==> src/rtl/clk_rst_gen.sv <==
// Divided-clock generator with glitch-free ratio reload and a staggered per-channel reset sequencer.
// Optional CLK_RST_GEN_SOFT_RST_EN adds a synchronous soft_rst input that restarts the sequencer only.
module clk_rst_gen #(
  parameter int NUM_CH      = 4,
  parameter int DIV_W       = 8,
  parameter int DIV_RST     = 4,
  parameter int RST_HOLD    = 16,
  parameter int RST_STAGGER = 4
) (
  input  logic                    clk,
  input  logic                    rst,
  input  logic                    en,
  input  logic [NUM_CH*DIV_W-1:0] div_cfg,
  input  logic                    cfg_load,
`ifdef CLK_RST_GEN_SOFT_RST_EN
  input  logic                    soft_rst,
`endif
  output logic [NUM_CH-1:0]       clk_div,
  output logic [NUM_CH-1:0]       clk_stb,
  output logic [NUM_CH-1:0]       rstn_out,
  output logic                    rst_done
);

  localparam int SEQ_MAX = (RST_HOLD > RST_STAGGER) ? RST_HOLD : RST_STAGGER;
  localparam int SEQ_W   = $clog2(SEQ_MAX + 1);
  localparam int IDX_W   = $clog2(NUM_CH + 1);

  localparam logic [SEQ_W-1:0] HOLD_LAST    = SEQ_W'(RST_HOLD - 1);
  localparam logic [SEQ_W-1:0] STAGGER_LAST = SEQ_W'(RST_STAGGER - 1);
  localparam logic [IDX_W-1:0] ALL_REL      = IDX_W'(NUM_CH);
  localparam logic [DIV_W-1:0] DIV_RST_V    = DIV_W'(DIV_RST);

  typedef enum logic [1:0] {
    ST_HOLD,
    ST_RELEASE,
    ST_DONE
  } seq_state_e;

  logic soft_clr;
`ifdef CLK_RST_GEN_SOFT_RST_EN
  assign soft_clr = soft_rst;
`else
  assign soft_clr = 1'b0;
`endif

  // ---------------------------------------------------------------------------
  // Dividers
  // ---------------------------------------------------------------------------
  logic [DIV_W-1:0]  div_cnt [NUM_CH];
  logic [DIV_W-1:0]  div_act [NUM_CH];
  logic [DIV_W-1:0]  div_shd [NUM_CH];
  logic [NUM_CH-1:0] pending;
  logic [NUM_CH-1:0] wrap;

  always_comb begin
    for (int k = 0; k < NUM_CH; k++) begin
      wrap[k] = (div_cnt[k] == div_act[k]);
    end
  end

  // NOTE: these arrays are small flop banks, not RAM, so resetting every entry
  // is both legal and required for a defined divide ratio out of reset.
  always_ff @(posedge clk or posedge rst) begin
    if (rst) begin
      for (int k = 0; k < NUM_CH; k++) begin
        div_cnt[k] <= '0;
        div_act[k] <= DIV_RST_V;
        div_shd[k] <= DIV_RST_V;
      end
      pending <= '0;
      clk_div <= '0;
      clk_stb <= '0;
    end else begin
      // NOTE: non-blocking assignments keep every channel reading the pre-edge
      // values of pending/shadow, which is what makes same-edge loads defer.
      for (int k = 0; k < NUM_CH; k++) begin
        if (cfg_load) begin
          div_shd[k] <= div_cfg[k*DIV_W +: DIV_W];
        end
        if (en) begin
          if (wrap[k]) begin
            div_cnt[k] <= '0;
            clk_div[k] <= ~clk_div[k];
            clk_stb[k] <= ~clk_div[k];
            if (pending[k]) begin
              div_act[k] <= div_shd[k];
            end
          end else begin
            div_cnt[k] <= div_cnt[k] + 1'b1;
            clk_stb[k] <= 1'b0;
          end
        end else begin
          clk_stb[k] <= 1'b0;
        end
        // A load arriving on a wrap edge re-arms pending so it lands one wrap later.
        if (cfg_load) begin
          pending[k] <= 1'b1;
        end else if (en && wrap[k] && pending[k]) begin
          pending[k] <= 1'b0;
        end
      end
    end
  end

  // ---------------------------------------------------------------------------
  // Reset sequencer
  // ---------------------------------------------------------------------------
  seq_state_e       state_q, state_d;
  logic [SEQ_W-1:0] seq_cnt_q, seq_cnt_d;
  logic [IDX_W-1:0] rel_cnt_q, rel_cnt_d;

  always_ff @(posedge clk or posedge rst) begin
    if (rst) begin
      state_q   <= ST_HOLD;
      seq_cnt_q <= '0;
      rel_cnt_q <= '0;
    end else begin
      state_q   <= state_d;
      seq_cnt_q <= seq_cnt_d;
      rel_cnt_q <= rel_cnt_d;
    end
  end

  // NOTE: defaults first so every path assigns every output and no latch forms.
  always_comb begin
    state_d   = state_q;
    seq_cnt_d = seq_cnt_q;
    rel_cnt_d = rel_cnt_q;
    unique case (state_q)
      ST_HOLD: begin
        if (seq_cnt_q == HOLD_LAST) begin
          state_d   = ST_RELEASE;
          seq_cnt_d = '0;
          rel_cnt_d = IDX_W'(1);
        end else begin
          seq_cnt_d = seq_cnt_q + 1'b1;
        end
      end
      ST_RELEASE: begin
        if (rel_cnt_q == ALL_REL) begin
          state_d   = ST_DONE;
          seq_cnt_d = '0;
        end else if (seq_cnt_q == STAGGER_LAST) begin
          seq_cnt_d = '0;
          rel_cnt_d = rel_cnt_q + 1'b1;
        end else begin
          seq_cnt_d = seq_cnt_q + 1'b1;
        end
      end
      ST_DONE: begin
        state_d = ST_DONE;
      end
      default: begin
        state_d = ST_HOLD;
      end
    endcase
    if (soft_clr) begin
      state_d   = ST_HOLD;
      seq_cnt_d = '0;
      rel_cnt_d = '0;
    end
  end

  // Channels are released in index order, so a count of released channels suffices.
  always_comb begin
    for (int k = 0; k < NUM_CH; k++) begin
      rstn_out[k] = (IDX_W'(k) < rel_cnt_q);
    end
  end

  assign rst_done = (state_q == ST_DONE);

endmodule
==> config.mk <==
export PLATFORM = sky130hd
export DESIGN_NAME = clk_rst_gen
export DESIGN_NICKNAME = d
export VERILOG_FILES = /design/src/rtl/clk_rst_gen.sv
export SDC_FILE = /design/constraint.sdc
export NUM_CORES = 1
export LEC_CHECK = 0
export ABC_AREA = 1
export BUFFER_PORTS_ARGS = -buffer_cell sky130_fd_sc_hd__buf_2
export CAP_MARGIN = 20
export CORE_ASPECT_RATIO = 0.9
export CORE_MARGIN = 1.5
export CORE_UTILIZATION = 60
export DETAILED_ROUTE_END_ITERATION = 7
export PLACE_DENSITY = 0.87
export SETUP_SLACK_MARGIN = 0.15
export SLEW_MARGIN = 20
export SYNTH_ARGS = -nofsm -noshare
export SYNTH_HDL_FRONTEND = slang
export SYNTH_SLANG_ARGS = --single-unit
export TNS_END_PERCENT = 1
==> constraint.sdc <==
create_clock -name clk -period 4.65 [get_ports clk]
set_input_delay 0.465 -clock clk [delete_from_list [all_inputs] [get_ports clk]]
set_output_delay 0.465 -clock clk [all_outputs]
set_load 0.01 [all_outputs]
==> Yosys cells after proc, flatten, opt, wreduce, memory -nomap -nowiden <==
Cells that the tools add are included.
{ "totals": {"ff_bits": 118, "input_bits": 36, "elab_cells": 106} }
{ "op_classes": {"n_addsub": 6, "n_lt_le_gt_ge": 4, "n_eq_ne": 13, "n_mux": 31, "bitwise_logic": 4, "reduce_logical": 24} }
{ "op_table": {"columns": ["op", "count"], "rows": [
  ["$add A8 B1 Y8 const B", 4],
  ["$eq A8 B8 Y1", 4],
  ["$mux W8", 4],
  ["$mux W1", 16],
  ["$mux W5", 3],
  ["$reduce_and A3 Y1", 4],
  ["$pmux W5 S2", 1],
  ["$reduce_and A2 Y1", 5],
  ["$reduce_bool A2 Y1", 5],
  ["$mux W3", 3],
  ["$logic_and A1 B1 Y1", 8],
  ["$ne A2 B2 Y1 const B", 4],
  ["$lt A1 B3 Y1 const A", 2],
  ["$lt A2 B3 Y1 const A", 2],
  ["$pmux W2 S3", 1],
  ["$pmux W3 S2", 1],
  ["$add A5 B1 Y5 const B", 1],
  ["$eq A5 B2 Y1 const B", 1],
  ["$eq A5 B4 Y1 const B", 1],
  ["$mux W2", 2],
  ["$not A1 Y1", 4],
  ["$reduce_and A4 Y1", 1],
  ["$add A3 B1 Y3 const B", 1],
  ["$eq A3 B3 Y1 const B", 1],
  ["other kinds (3)", 3]
]} }

==> Depth between registers and ports, before layout <==
{ "depth": {"ltp_word": 5, "ltp_mapped": 10, "ltp_nobuf": 10} }

==> Least setup slack after synthesis <==
Ideal clock, no wire load.
{ "synth_timing": {"path_kind": "register -> register", "from": "reg seq_cnt_q[0]", "to": "reg rel_cnt_q[2]", "arrival_time_ns": 1.283, "required_ns": 4.533, "slack_ns": 3.250, "stages_incl_launch_ff": 10, "n_path_buf": 0, "period_less_slack_ns": 1.400, "cell_sequence": "dfrtp_1 ha_1 nand3_1 inv_1 ha_1 nor2_1 nor2_1 nand2_1 nand2_1 nand2_1"} }
{ "synth_via": {"elab_chain_len": 3, "word_cells_on_any_way": 5} }
{ "synth_rtl": {"columns": ["element", "line", "text"], "rows": [
  ["from (decl)", "109", "logic [SEQ_W-1:0] seq_cnt_q, seq_cnt_d;"],
  ["from (signal assigned)", "119", "seq_cnt_q <= seq_cnt_d;"],
  ["$eq A5 B2 Y1 / $eq A5 B4 Y1 (equally long branches)", "143, 131", null],
  ["$ne A2 B2 Y1 (no line)", null, null],
  ["$reduce_and A4 Y1 (no line) *", null, null],
  ["to (signal assigned)", "120", "rel_cnt_q <= rel_cnt_d;"],
  ["to (decl)", "110", "logic [IDX_W-1:0] rel_cnt_q, rel_cnt_d;"]
]} }
Every way passes the cells marked *; elsewhere a longest branch is shown, timed or not.
A chain may end at the register's enable or synchronous reset.

==> results.yml <==
clock_tree:
  post_cts.resized_instances: 0
  post_cts_buffers: 0
  hold_buffers: 0
  clk_root_buffer_cell: "sky130_fd_sc_hd__clkbuf_16"
  cts.sink_count: 118
  max-clock-path-buffers: 2
  clock_tree_from_tritoncts: "yes"
  cts_inserted_buffers: 17
  clkTransAtPathRegs_ns: 0.06
  cts_htree_levels: 4
  clock_latency_ns: 0.41
global_routing:
  grt.total_usage_pct: 25.45
  grt_pass1_wl_um: 22980
  via_count_of_the_first_global_routing_pass: 5346
  grt_max_degree: 72
  initial_antenna_violation_count: 0
  gr-total-overflow: 0
sta:
  final-max-slew-violation-count: 0
  timing.hold.ws_ns: 0.2276
  clock.fmax_ghz: 0.4807
  timing_worst_slew_pin_value_ns: 1.046
  fin_setup_tns_ns: 0
  min_period_over_period_pct: 44.74
  final-setup-viol-count: 0
  worst_clock_skew_ns: 0.009438
  grt_setup_unrepaired: "no"
  finalHoldViolCount: 0
  final_period_minus_worst_setup_slack_ns: 2.080
  slew-limit-headroom_pct: 29.85
die:
  initial_utilization_pct: 61.82
  horizontal_die_dimension_um: 111.5
  fp-row-count: 35
  fp.dieH_um: 100.7
  design.portCount: 49
  std_cell_core_area_um2: 10290
  dieArea_um2: 11230
critical_path:
  worst_ep_required_time_ns: 4.94
  setup.worst_path.end_class: "flop"
  critPathKind: "primary input to flop"
  timing.critical_path.from_type: "primary input"
  critPathMaxFanout: 36
  worst_reg2reg_path_length_in_cells: 9
  timing.critical_path.arrival_ns: 2.37
final_layout:
  count_of_filler_cells_inserted_in_the_layout: 794
  final-seq-area_um2: 2963
  final_net_count: 995
  multiInputGateArea_um2: 2809
  layout.cells.most_common: "sky130_fd_sc_hd__nand2_1"
  n_antenna_cell: 0
  drive_gt1_share_pct: 12.29
  area.growth.synth_to_final_pct: 14.45
  fin_util_pct: 70.76
  highest_count_cells_in_the_layout_ignoring_fill_and_taps: "sky130_fd_sc_hd__nand2_1, sky130_fd_sc_hd__inv_1, sky130_fd_sc_hd__dfrtp_1, sky130_fd_sc_hd__nor2_1, sky130_fd_sc_hd__nand3_1"
logic_synthesis:
  post_synth.cell_area_avg_um2: 7.109
  ys_seq_elements: 118
  synth_area_leaders: "sky130_fd_sc_hd__dfrtp_1, sky130_fd_sc_hd__nand2_1, sky130_fd_sc_hd__inv_1"
  ys_seq_area_share_pct: 46.57
  post_synth_inst_count: 895
  yosys.area.top_type_share_pct: 43.26
  synth.net_count: 943
  yosysWarnings: 0
  yosysTopAreaCell: "sky130_fd_sc_hd__dfrtp_1"
  synthesis.area_um2: 6362
  synthDistinctLibCells: 26
job:
  drv.max_cap_violation_count: 0
power_and_ir_drop:
  clockPowerShare_pct: 38.8
  power.switching_mw: 1.139
  seqPwrFrac_pct: 39.6
  max-vdd-ir-drop_v: 0.0004455
  comb_pwr_share_pct: 21.7
  leakagePower_nw: 4.048
  power.density_nw_per_um2: 476.0
  post-layout-total-power_mw: 3.467
  cell_internal_pwr_mw: 2.328
  switching_share_pct: 32.85
route:
  via_count: 5509
  route.final.wire_length_um: 13140
  drt-pass1-iter-count: 5
  met3RoutedLength_um: 748
  drt_drc_violations_left: 0
  initial_drc_count: 384
  final_antenna_net_count: 0
  routed_met2_length_um: 6512
  detail_route.wl_per_cell_um: 12.06
  route.detailed.vias_per_inst: 5.059
  drt-met1-wl_um: 5654
  topRoutingLayerUsed: "met4"
worst_hold_path:
  hold_class: "primary input to asynchronous set/reset pin"
place:
  dpl.hpwl_um: 8614
  numPortBuffers: 48
  final_weighted_congestion_in_routability_driven_placement: 0.8703
status:
  outcome: "complete, no violations"
-- Yosys cell counts --
library cell,number
sky130_fd_sc_hd__nand3_2,3
sky130_fd_sc_hd__a21oi_1,4
sky130_fd_sc_hd__inv_1,115
sky130_fd_sc_hd__clkbuf_1,7
sky130_fd_sc_hd__clkinv_1,5
sky130_fd_sc_hd__nor2_2,7
sky130_fd_sc_hd__buf_6,3
sky130_fd_sc_hd__o21ai_0,21
sky130_fd_sc_hd__dfrtp_1,110
sky130_fd_sc_hd__nand3_1,58
sky130_fd_sc_hd__a22oi_1,1
sky130_fd_sc_hd__o21ai_2,1
sky130_fd_sc_hd__nand4_1,13
sky130_fd_sc_hd__xnor2_1,4
sky130_fd_sc_hd__nor2_1,72
sky130_fd_sc_hd__inv_2,10
sky130_fd_sc_hd__xor2_1,16
sky130_fd_sc_hd__nand3b_1,1
sky130_fd_sc_hd__nand2_2,4
sky130_fd_sc_hd__dfstp_2,8
sky130_fd_sc_hd__nor2_4,5
sky130_fd_sc_hd__nand2_1,408
sky130_fd_sc_hd__buf_2,1
sky130_fd_sc_hd__buf_4,5
sky130_fd_sc_hd__ha_1,12
sky130_fd_sc_hd__o22ai_1,1
-- power by group through the flow --
| stage | logic (mW) | clock network, mW | registers [mW] |
|---|---|---|---|
| finish | 0.752 | 1.34 | 1.37 |
| floorplan | 0.622 | 0 | 1.32 |
| global placement | 0.705 | 0 | 1.37 |
| CTS | 0.753 | 1.36 | 1.37 |
| detailed placement | 0.738 | 0 | 1.38 |
| global route | 0.875 | 1.41 | 1.40 |
-- final cells by class --
class | instances | area share, %
flip-flops and latches | 118 | 40.69
multi-input cells | 631 | 38.57
inverters | 130 | 6.735
clock buffers | 21 | 6.323
repair buffers | 49 | 3.402
well taps | 129 | 2.216
clock inverters | 11 | 2.062
-- path summary, 6_finish.rpt --
path                             startpoint  slack (ns)           end
worst max-delay path               cfg_load        2.57   div_shd[31]
worst min-delay path                    rst        0.23  seq_cnt_q[1]
worst max register to register  div_act[10]        2.89   div_cnt[14]
worst min register to register  div_shd[10]        0.46   div_shd[10]
max in group asynchronous               rst        3.32    clk_div[0]
min in group clk                div_cfg[18]        0.24   div_shd[10]
-- per-stage QoR --
step                cells  cell area (um2)  worst slack [ns]
finish               1089             7282             2.570
global route         1089             7282             2.385
CTS                  1089             7282             2.534
detailed placement   1057             6671             2.168
global placement     1057             6671             2.327
floorplan             895             6362             1.069
-- critical path, stage by stage --
cell                       delay [ns]
sky130_fd_sc_hd__buf_2           0.46
sky130_fd_sc_hd__clkinv_1        1.00
sky130_fd_sc_hd__nand2_1         0.33
sky130_fd_sc_hd__nand2_1         0.09
-- sequential cells by signal (all words and copies together) (netlist names) --
name,cells
state_q,2
div_shd,32
rel_cnt_q,3
pending,4
clk_div,4
div_cnt,32
seq_cnt_q,5
div_act,32
clk_stb,4
-- kinds of logic (layout without fill, tap and decap cells) --
| kind of cell | Yosys count | count (layout) | share of synthesized area [%] |
|---|---|---|---|
| and+or+nand+nor | 571 | 571 | 36.72 |
| DFF | 118 | 118 | 46.57 |
| AOI/OAI and AO/OA | 28 | 28 | 2.321 |
| buffers and inverters | 146 | 211 | 9.282 |
| xor gates and xnor gates | 20 | 20 | 2.753 |
| adders and majority gates | 12 | 12 | 2.360 |
-- layer usage --
layer / track usage (%) / vias to the layer above
met1: 31.19 / 2516
met5: 0 / -
li1: - / 2809
met2: 43.75 / 155
met3: 6.073 / 29
met4: 10.61 / 0
Power figures use the tool's default switching activity.
